$ cat config.mk
export PLATFORM = sky130hd
export DESIGN_NAME = alu_seq
export DESIGN_NICKNAME = d
export VERILOG_FILES = /design/src/rtl/alu_seq.sv
export SDC_FILE = /design/constraint.sdc
export NUM_CORES = 1
export LEC_CHECK = 0
export ABC_AREA = 1
export CAP_MARGIN = 5
export CORE_MARGIN = 10
export CORE_UTILIZATION = 49
export DETAILED_ROUTE_END_ITERATION = 8
export HOLD_SLACK_MARGIN = 0.06
export PLACE_DENSITY = 0.71
export SYNTH_ARGS = -nofsm -noshare
export SYNTH_HDL_FRONTEND = slang
export SYNTH_SLANG_ARGS = --single-unit
$ cat constraint.sdc
create_clock -name clk -period 5.88 [get_ports clk]
set_clock_uncertainty 0.2 [all_clocks]
set_input_delay 0.882 -clock clk [delete_from_list [all_inputs] [get_ports clk]]
set_output_delay 0.882 -clock clk [all_outputs]
set_load 0.005 [all_outputs]
$ cat src/rtl/alu_seq.sv
// alu_seq: registered WIDTH-bit ALU with a stored {N,Z,Cy,V} flag register.
// Carry chains across operations through ADC/SBC. MUL is a multi-cycle
// shift-add multiplier sequenced by a two-state FSM with a start/busy/done
// handshake.
module alu_seq #(
    parameter int WIDTH = 4
) (
    input  logic             clk,
    input  logic             rst,
    input  logic             start,
    input  logic [3:0]       ALUop,
    input  logic [WIDTH-1:0] A,
    input  logic [WIDTH-1:0] B,
    output logic [WIDTH-1:0] C,
    output logic [3:0]       Cond,
    output logic             busy,
    output logic             done
);

    localparam int CNT_W = $clog2(WIDTH + 1);

    localparam logic [3:0] OP_ADD = 4'b0000;
    localparam logic [3:0] OP_SUB = 4'b0001;
    localparam logic [3:0] OP_AND = 4'b0010;
    localparam logic [3:0] OP_OR  = 4'b0011;
    localparam logic [3:0] OP_XOR = 4'b0100;
    localparam logic [3:0] OP_SHL = 4'b0101;
    localparam logic [3:0] OP_SHR = 4'b0110;
    localparam logic [3:0] OP_MUL = 4'b0111;
    localparam logic [3:0] OP_ADC = 4'b1000;
    localparam logic [3:0] OP_SBC = 4'b1001;

    typedef enum logic {
        S_IDLE = 1'b0,
        S_MUL  = 1'b1
    } state_t;

    state_t state;
    state_t state_next;

    logic [2*WIDTH-1:0] mcand;
    logic [WIDTH-1:0]   mplier;
    logic [2*WIDTH-1:0] acc;
    logic [2*WIDTH-1:0] acc_next;
    logic [CNT_W-1:0]   cnt;

    logic               accept;
    logic               mul_last;
    logic [WIDTH+3:0]   eval;

    // Pack a result with its flag nibble {N, Z, Cy, V}.
    function automatic logic [WIDTH+3:0] pack_flags(input logic [WIDTH-1:0] res,
                                                    input logic cy,
                                                    input logic v);
        return {res[WIDTH-1], (res == '0), cy, v, res};
    endfunction

    // Single-cycle operations. cy_in is the stored carry used by ADC/SBC.
    function automatic logic [WIDTH+3:0] alu_eval(input logic [3:0]       op,
                                                  input logic [WIDTH-1:0] a,
                                                  input logic [WIDTH-1:0] b,
                                                  input logic             cy_in);
        logic [WIDTH-1:0] bop;
        logic [WIDTH-1:0] res;
        logic [WIDTH:0]   sum;
        logic             cin;
        logic             cy;
        logic             v;
        bop = b;
        cin = 1'b0;
        res = '0;
        cy  = 1'b0;
        v   = 1'b0;
        case (op)
            OP_SUB:  begin bop = ~b; cin = 1'b1;  end
            OP_ADC:  begin bop = b;  cin = cy_in; end
            OP_SBC:  begin bop = ~b; cin = cy_in; end
            default: begin bop = b;  cin = 1'b0;  end
        endcase
        // Subtracts reuse the adder with an inverted B, so carry-out 1 = no borrow.
        sum = {1'b0, a} + {1'b0, bop} + {{WIDTH{1'b0}}, cin};
        case (op)
            OP_ADD, OP_SUB, OP_ADC, OP_SBC: begin
                res = sum[WIDTH-1:0];
                cy  = sum[WIDTH];
                v   = (a[WIDTH-1] == bop[WIDTH-1]) && (res[WIDTH-1] != a[WIDTH-1]);
            end
            OP_AND: res = a & b;
            OP_OR:  res = a | b;
            OP_XOR: res = a ^ b;
            OP_SHL: begin
                res = {a[WIDTH-2:0], 1'b0};
                cy  = a[WIDTH-1];
            end
            OP_SHR: begin
                res = {1'b0, a[WIDTH-1:1]};
                cy  = a[0];
            end
            default: res = '0;
        endcase
        return pack_flags(res, cy, v);
    endfunction

    // Opcodes 1010-1111 complete (done pulses) but leave C/Cond untouched.
    function automatic logic op_writes(input logic [3:0] op);
        return (op <= OP_SBC) && (op != OP_MUL);
    endfunction

    assign accept   = (state == S_IDLE) && start;
    assign mul_last = (state == S_MUL) && (cnt == CNT_W'(1));
    assign eval     = alu_eval(ALUop, A, B, Cond[1]);

    // Multiplier step: conditionally add the shifted multiplicand.
    always_comb begin
        acc_next = acc;
        if (mplier[0]) begin
            acc_next = acc + mcand;
        end
    end

    // FSM state register.
    always_ff @(posedge clk or posedge rst) begin
        if (rst) begin
            state <= S_IDLE;
        end else begin
            state <= state_next;
        end
    end

    // FSM next-state and busy output.
    always_comb begin
        state_next = state;
        busy       = 1'b0;
        case (state)
            S_IDLE: begin
                if (start && (ALUop == OP_MUL)) begin
                    state_next = S_MUL;
                end
            end
            S_MUL: begin
                busy = 1'b1;
                if (cnt == CNT_W'(1)) begin
                    state_next = S_IDLE;
                end
            end
            default: state_next = S_IDLE;
        endcase
    end

    // Multiplier operand/accumulator registers; no reset needed, loaded at acceptance.
    always_ff @(posedge clk) begin
        if (accept && (ALUop == OP_MUL)) begin
            mcand  <= {{WIDTH{1'b0}}, A};
            mplier <= B;
            acc    <= '0;
        end else if (state == S_MUL) begin
            acc    <= acc_next;
            mcand  <= mcand << 1;
            mplier <= mplier >> 1;
        end
    end

    // Result, flags, done pulse and iteration counter.
    always_ff @(posedge clk or posedge rst) begin
        if (rst) begin
            C    <= '0;
            Cond <= 4'b0000;
            done <= 1'b0;
            cnt  <= '0;
        end else begin
            done <= 1'b0;
            if (accept) begin
                if (ALUop == OP_MUL) begin
                    cnt <= CNT_W'(WIDTH);
                end else begin
                    done <= 1'b1;
                    if (op_writes(ALUop)) begin
                        C    <= eval[WIDTH-1:0];
                        Cond <= eval[WIDTH+3:WIDTH];
                    end
                end
            end else if (state == S_MUL) begin
                cnt <= cnt - CNT_W'(1);
                if (mul_last) begin
                    done <= 1'b1;
                    C    <= acc_next[WIDTH-1:0];
                    Cond <= {acc_next[WIDTH-1], (acc_next[WIDTH-1:0] == '0),
                             (acc_next[2*WIDTH-1:WIDTH] != '0), 1'b0};
                end
            end
        end
    end

endmodule

==> results.toml, run 1 <==
[drt]
num_vias = 2045
drt-vias-per-instance = 5.20
route.final.wire_length_um = 5390
post_dr_wirelength_cell_um = 13.7
drt-initial-drc-count = 104
antenna_left = 0
firstDrtPassIters = 4
post-route-drc-count = 0

[global_route]
first_global_vias = 2039
aggregate_global_route_resource_usage_pct = 14.8
overflow = 0
global_route_wire_length_before_repair_um = 9390
grt_antenna_before_repair = 0
largest_net_degree_at_the_start_of_global_routing = 19

[pwr]
switchingPower_w = 0.000498
clockPowerShare_pct = 16.3
power.ir.vdd_worst_v = 0.000259
netSwitchingFraction_pct = 42.2
combinationalPowerShare_pct = 50.1
power_leakage_nw = 1.33
cellPowerDensity_nw_per_um2 = 436
cellInternalPower_w = 0.000683
totalPowerFinal_w = 0.00118
sequential_share_of_power_pct = 33.6

[logic_synthesis]
synth.lib_cells_used.distinct = 36
synth_largest_area_cell = "sky130_fd_sc_hd__dfrtp_1"
number_of_nets_in_the_synthesized_netlist = 351
post_synth_main_area_contributors = "sky130_fd_sc_hd__dfrtp_1 (13%), sky130_fd_sc_hd__nand2_1 (12%), sky130_fd_sc_hd__ha_1 (11%)"
netlist_top_cells_count = "sky130_fd_sc_hd__nand2_1 (73), sky130_fd_sc_hd__inv_1 (43), sky130_fd_sc_hd__nand3_1 (26)"
synthesis.area_um2 = 2340
number_of_enable_flip_flop_cells_after_synthesis = 8
synthesis.yosys.warnings = 0
dominantRegCellSynth = "sky130_fd_sc_hd__dfxtp_1"
share_of_the_synthesized_area_in_the_top_cell_type_pct = 12.8
postSynthCellCount = 313
synth.ff_latch_count = 32
postSynth.asyncResetShare_pct = 37.5
synth_sequential_area_ratio_pct = 33.4
syn_avg_cell_area_um2 = 7.47
synth_most_common_cell = "sky130_fd_sc_hd__nand2_1"

[layout]
final_layout_size_suffix_gt1_share_pct = 9.14
area_delta_synth_final_pct = 15.8
insertedDiodeCount = 0
final_nets = 376
post-route-util_pct = 58.1
final-instance-count-excl-fill = 393

[critical_path]
worst-endpoint-arrival_ps = 3600
cp_max_fo = 6
worstSetupStartpointType = "input port"
timing.setup.critical_path_class = "input port to flip-flop"
worst_setup_path_end_kind = "flip-flop"
crit_required_ps = 5910

[clock_tree]
h_tree_levels = 2
cts-root-buf = "sky130_fd_sc_hd__clkbuf_8"
post-cts-setup-buffers = 0
cts.sink_count = 32
clk_latency_ps = 290
cts_tree = "yes"
cts_buffers = 5
cts.path.max_buffers = 2
cts_resized = 0
cts-hold-fix-buffers = 0
clk_transition_reported_paths_ps = 80

[sta]
layout_min_cycle_time_ps = 3570
maximum_frequency_from_static_timing_analysis_mhz = 280
final-setup-viol-count = 0
post-route-period-util_pct = 60.8
min_setup_slack_post_route_ps = 2310
grt_setup_unrepaired = "false"
worst_slew_pin_slew_ps = 429
totalNegativeSetupSlack_ps = 0
slew_violations = 0
relSlewSlack_pct = 71.1
hold_viol_final = 0

[placed_design]
placed_cells_incl_taps = 385
routabilityCongestion = 0.894
dp_worst_setup_slack_ps = 2010
port_buffers = 24
hpwl_reported_at_the_end_of_detailed_placement_um = 4340

[floorplanning]
floorplan.die_area_um2 = 7940
num_rows = 25
core_um2 = 4660
floorplan.die.width_um = 89.1
top_level_ports = 25
y_dimension_of_the_die_um = 89.1
starting_utilization_of_the_core_area_pct = 50.2

[flow_run]
drv_cap = 0

[status]
status = "finished, final reports clean"

[hold_path]
hold_path.class = "flip-flop to flip-flop"
## power by group through the flow
stage	Sequential [W]	Combinational, W	Clock, W
2_1_floorplan	0.000374	0.000440	0
3_3_place_gp	0.000400	0.000578	0
3_5_place_dp	0.000400	0.000592	0
4_1_cts	0.000397	0.000596	0.000196
5_1_grt	0.000409	0.000684	0.000205
6_report	0.000397	0.000592	0.000192
## worst paths after layout
path	start	endpoint	slack, ps	depth (start not counted)
setup / recovery	ALUop[1]	Cond[2]$_DFFE_PP0P_	2310	15
hold / removal	mcand[7]$_SDFFE_PP0P_	mcand[7]$_SDFFE_PP0P_	280	2
setup reg to reg	state$_DFF_PP0_	acc[7]$_SDFFE_PP0P_	3600	7
hold reg to reg	mcand[7]$_SDFFE_PP0P_	mcand[7]$_SDFFE_PP0P_	280	2
max in group asynchronous	rst	C[0]$_DFFE_PP0P_	4480	2
min in group asynchronous	rst	cnt[2]$_DFFE_PP0P_	690	2
## layout make-up
type                    count  area (µm²)
clock buffers               6        93.8
well taps                  54        67.6
flip-flops and latches     32         781
repair buffers             24         240
multi-input cells         224        1320
clock inverters             2        11.3
fillers                   454        1950
inverters                  51         191
## per-stage QoR
stage / hold WS, ps / area (µm²)
after floorplan: 243 / 2340
after global placement: 261 / 2600
after detailed placement: 265 / 2600
after CTS: 277 / 2710
after global routing: 323 / 2710
final: 276 / 2710
## cell usage in the layout, fill, tap and decap left out, types with 4 or more instances in the layout
cell type / n
sky130_fd_sc_hd__clkdlybuf4s50_1: 24
sky130_fd_sc_hd__ha_1: 20
sky130_fd_sc_hd__nand2_1: 73
sky130_fd_sc_hd__nand2_2: 4
sky130_fd_sc_hd__edfxtp_1: 8
sky130_fd_sc_hd__inv_1: 43
sky130_fd_sc_hd__dfxtp_1: 12
sky130_fd_sc_hd__xor2_1: 5
sky130_fd_sc_hd__o22ai_1: 5
sky130_fd_sc_hd__o21ai_0: 12
sky130_fd_sc_hd__a21oi_1: 10
sky130_fd_sc_hd__o21ai_1: 14
sky130_fd_sc_hd__inv_2: 8
sky130_fd_sc_hd__nand3_1: 26
sky130_fd_sc_hd__dfrtp_1: 12
sky130_fd_sc_hd__nor2_1: 22
sky130_fd_sc_hd__a22o_1: 5
sky130_fd_sc_hd__clkbuf_8: 5
## flip-flops by register name, indices dropped and copies added (netlist names)
name    cells
acc         8
mplier      4
C           4
cnt         3
mcand       8
state       1
Cond        3
done        1
## routing by layer
metal / vias to the layer above / track usage (%) / wire (µm)
li1: 1067 / - / -
met5: - / 0 / 0
met4: 0 / 5.20 / 81
met1: 931 / 18.9 / 2580
met3: 6 / 2.73 / 210
met2: 41 / 24.3 / 2510
## critical path, stage by stage
cell                              delay [ps]
sky130_fd_sc_hd__clkdlybuf4s50_1         520
sky130_fd_sc_hd__nor2_2                  280
sky130_fd_sc_hd__nand2_1                 210
sky130_fd_sc_hd__xor2_1                  200
sky130_fd_sc_hd__fa_1                    440
sky130_fd_sc_hd__fa_1                    370
sky130_fd_sc_hd__inv_1                    70
sky130_fd_sc_hd__nand2_1                  60
sky130_fd_sc_hd__nand2_1                  60
sky130_fd_sc_hd__o21ai_0                  70
sky130_fd_sc_hd__nor2_1                  100
sky130_fd_sc_hd__nand2_1                  80
sky130_fd_sc_hd__nor2_1                   90
sky130_fd_sc_hd__nand2_1                  70
sky130_fd_sc_hd__a21oi_2                 100
## kinds of logic after synthesis
kind of cell,count (synthesis),share of synthesized area (%)
xor+xnor,6,2.25
flops,32,33.4
buf+inv,57,10.0
simple gates,140,26.6
compound gates,55,14.4
fa+ha+maj,23,13.3
Power figures use the tool's default switching activity.
==> inputs of run 2 (changes only) <==
Settings changed: PLACE_DENSITY 0.71 to 0.73.
Clock period 5.88 ns to 3.1 ns, I/O delays scaled along.
==> run 2 against run 1 <==
  * Non-clock buffer count increased by 9
  * Wire length up 0.65%
  * Global-route usage up 0.15 points
  * Clock power grew 90%
  * Utilization up 1.6 points
==> results.toml, run 2 (same netlist as run 1, synthesis figures left out) <==
[status]
status = "finished, final reports clean"

[sta]
slew_violations = 0
hold_viol_final = 0
layout_min_cycle_time_ps = 2870
relSlewSlack_pct = 69.1
final-setup-viol-count = 0
totalNegativeSetupSlack_ps = 0
post-route-period-util_pct = 92.4
maximum_frequency_from_static_timing_analysis_mhz = 349
fin_hold_ws_ps = 274
grt_setup_unrepaired = "false"
worst_slew_pin_slew_ps = 463

[clock_tree]
cts-hold-fix-buffers = 0
cts-root-buf = "sky130_fd_sc_hd__clkbuf_8"
cts_buffers = 5
clk_transition_reported_paths_ps = 70
cts_tree = "yes"
h_tree_levels = 2
clk_latency_ps = 280
cts.sink_count = 32
cts.path.max_buffers = 2

[hold_path]
timing.hold.worst_path_depth = 2
worstHoldEndpoint = "mcand[7]$_SDFFE_PP0P_"
hold_path.class = "flip-flop to flip-flop"
min_from = "mcand[7]$_SDFFE_PP0P_"

[global_route]
grt_antenna_before_repair = 0
largest_net_degree_at_the_start_of_global_routing = 19
global_route_wire_length_before_repair_um = 9430
aggregate_global_route_resource_usage_pct = 14.9
overflow = 0
first_global_vias = 2087

[layout]
multi_input_area_um2 = 1330
mostFrequentLayoutCells = "sky130_fd_sc_hd__nand2_1 (73), sky130_fd_sc_hd__inv_1 (43), sky130_fd_sc_hd__nand3_1 (26)"
post-route-util_pct = 59.7
area.sequential_um2 = 781
final_nets = 385
insertedDiodeCount = 0
num-fill-cells = 442
leading_cell_type_in_the_layout_fill_and_taps_excluded = "sky130_fd_sc_hd__nand2_1"
final_layout_size_suffix_gt1_share_pct = 11.5
reg_top3 = "acc x8, mcand x8"
area_delta_synth_final_pct = 18.9

[floorplanning]
top_level_ports = 25
num_rows = 25
floorplan.die.width_um = 89.1
floorplan.die_area_um2 = 7940
core_um2 = 4660
starting_utilization_of_the_core_area_pct = 50.2
y_dimension_of_the_die_um = 89.1

[critical_path]
crit_required_ps = 3110
worst_setup_path_end_kind = "flip-flop"
worst_r2r_endpoint = "Cond[2]$_DFFE_PP0P_"
r2r_setup_slk_ps = 800
timing.setup.critical_path_class = "input port to flip-flop"
worst-endpoint-arrival_ps = 2880
worstSetupStartpointType = "input port"
cp_max_fo = 4
r2r_start = "Cond[1]$_DFFE_PP0P_"
worst_r2r_path_depth = 12

[placed_design]
port_buffers = 24
routabilityCongestion = 0.904
hpwl_reported_at_the_end_of_detailed_placement_um = 4440

[drt]
antenna_left = 0
firstDrtPassIters = 5
drt-initial-drc-count = 77
route.final.wire_length_um = 5420
num_vias = 2090
post-route-drc-count = 0
drt-vias-per-instance = 5.20
post_dr_wirelength_cell_um = 13.5

[pwr]
power.ir.vdd_worst_v = 0.000481
cellPowerDensity_nw_per_um2 = 804
power_leakage_nw = 1.37
totalPowerFinal_w = 0.00224

[flow_run]
drv_cap = 0
-- run 2: cell count changes in the layout (fill, tap and decap cells not counted), sizes merged --
| cell | before | now |
|---|---|---|
| buf | 0 | 9 |
-- run 2: layer usage --
metal	up-vias	GRT usage (%)	part of all wire [%]
met1	947	17.7	45
met4	0	7.66	3.2
li1	1086	-	-
met5	-	0	0
met2	42	24.6	48
met3	15	3.46	3.9
-- run 2: cell type report --
type,instances,share of cell area (%)
Timing Repair Buffer,33,11.1
Inverter,51,6.88
Clock inverter,2,0.405
Sequential cell,32,28.1
Clock buffer,6,3.37
Multi-Input combinational cell,224,47.8
Tap cell,54,2.43
-- run 2: per-stage QoR --
step / cell area, µm² / setup WS [ps] / std cells
3_3_place_gp: 2670 / 4.78 / 394
3_5_place_dp: 2670 / -69.8 / 394
2_1_floorplan: 2340 / 431 / 313
4_1_cts: 2780 / 223 / 402
6_report: 2780 / 234 / 402
5_1_grt: 2780 / 20.4 / 402
-- run 2: worst max-delay path by stage --
stage	start	to	slack, ps
global placement	ALUop[1]	Cond[2]$_DFFE_PP0P_	5
finish	ALUop[1]	Cond[2]$_DFFE_PP0P_	230
global route	ALUop[1]	Cond[2]$_DFFE_PP0P_	20
floorplan	ALUop[1]	Cond[2]$_DFFE_PP0P_	430
CTS	ALUop[1]	Cond[2]$_DFFE_PP0P_	220
detailed placement	ALUop[1]	Cond[2]$_DFFE_PP0P_	-70
-- run 2: critical path: stages --
cell	delay, ps
sky130_fd_sc_hd__clkdlybuf4s50_1	460
sky130_fd_sc_hd__nor2_4	170
sky130_fd_sc_hd__nand2_1	100
sky130_fd_sc_hd__xor2_1	160
sky130_fd_sc_hd__fa_1	440
sky130_fd_sc_hd__fa_1	370
sky130_fd_sc_hd__inv_1	80
sky130_fd_sc_hd__nand2_1	60
sky130_fd_sc_hd__nand2_1	50
sky130_fd_sc_hd__o21ai_0	80
sky130_fd_sc_hd__nor2_1	110
sky130_fd_sc_hd__nand2_1	70
sky130_fd_sc_hd__nor2_1	80
sky130_fd_sc_hd__nand2_1	70
sky130_fd_sc_hd__a21oi_2	110
-- run 2: timing repair --
| item | CTS | global route |
|---|---|---|
| buffers inserted | 0 | 0 |
| setup endpoints to repair | 0 | 1 |
| gates resized for setup | 0 | 1 |
-- run 2: report_power, final --
group          switching, W  total (W)  leakage (nW)  internal [W]
clock              0.000159   0.000365        0.0566      0.000206
sequential         0.000138   0.000756         0.324      0.000618
combinational      0.000637    0.00111         0.989      0.000477
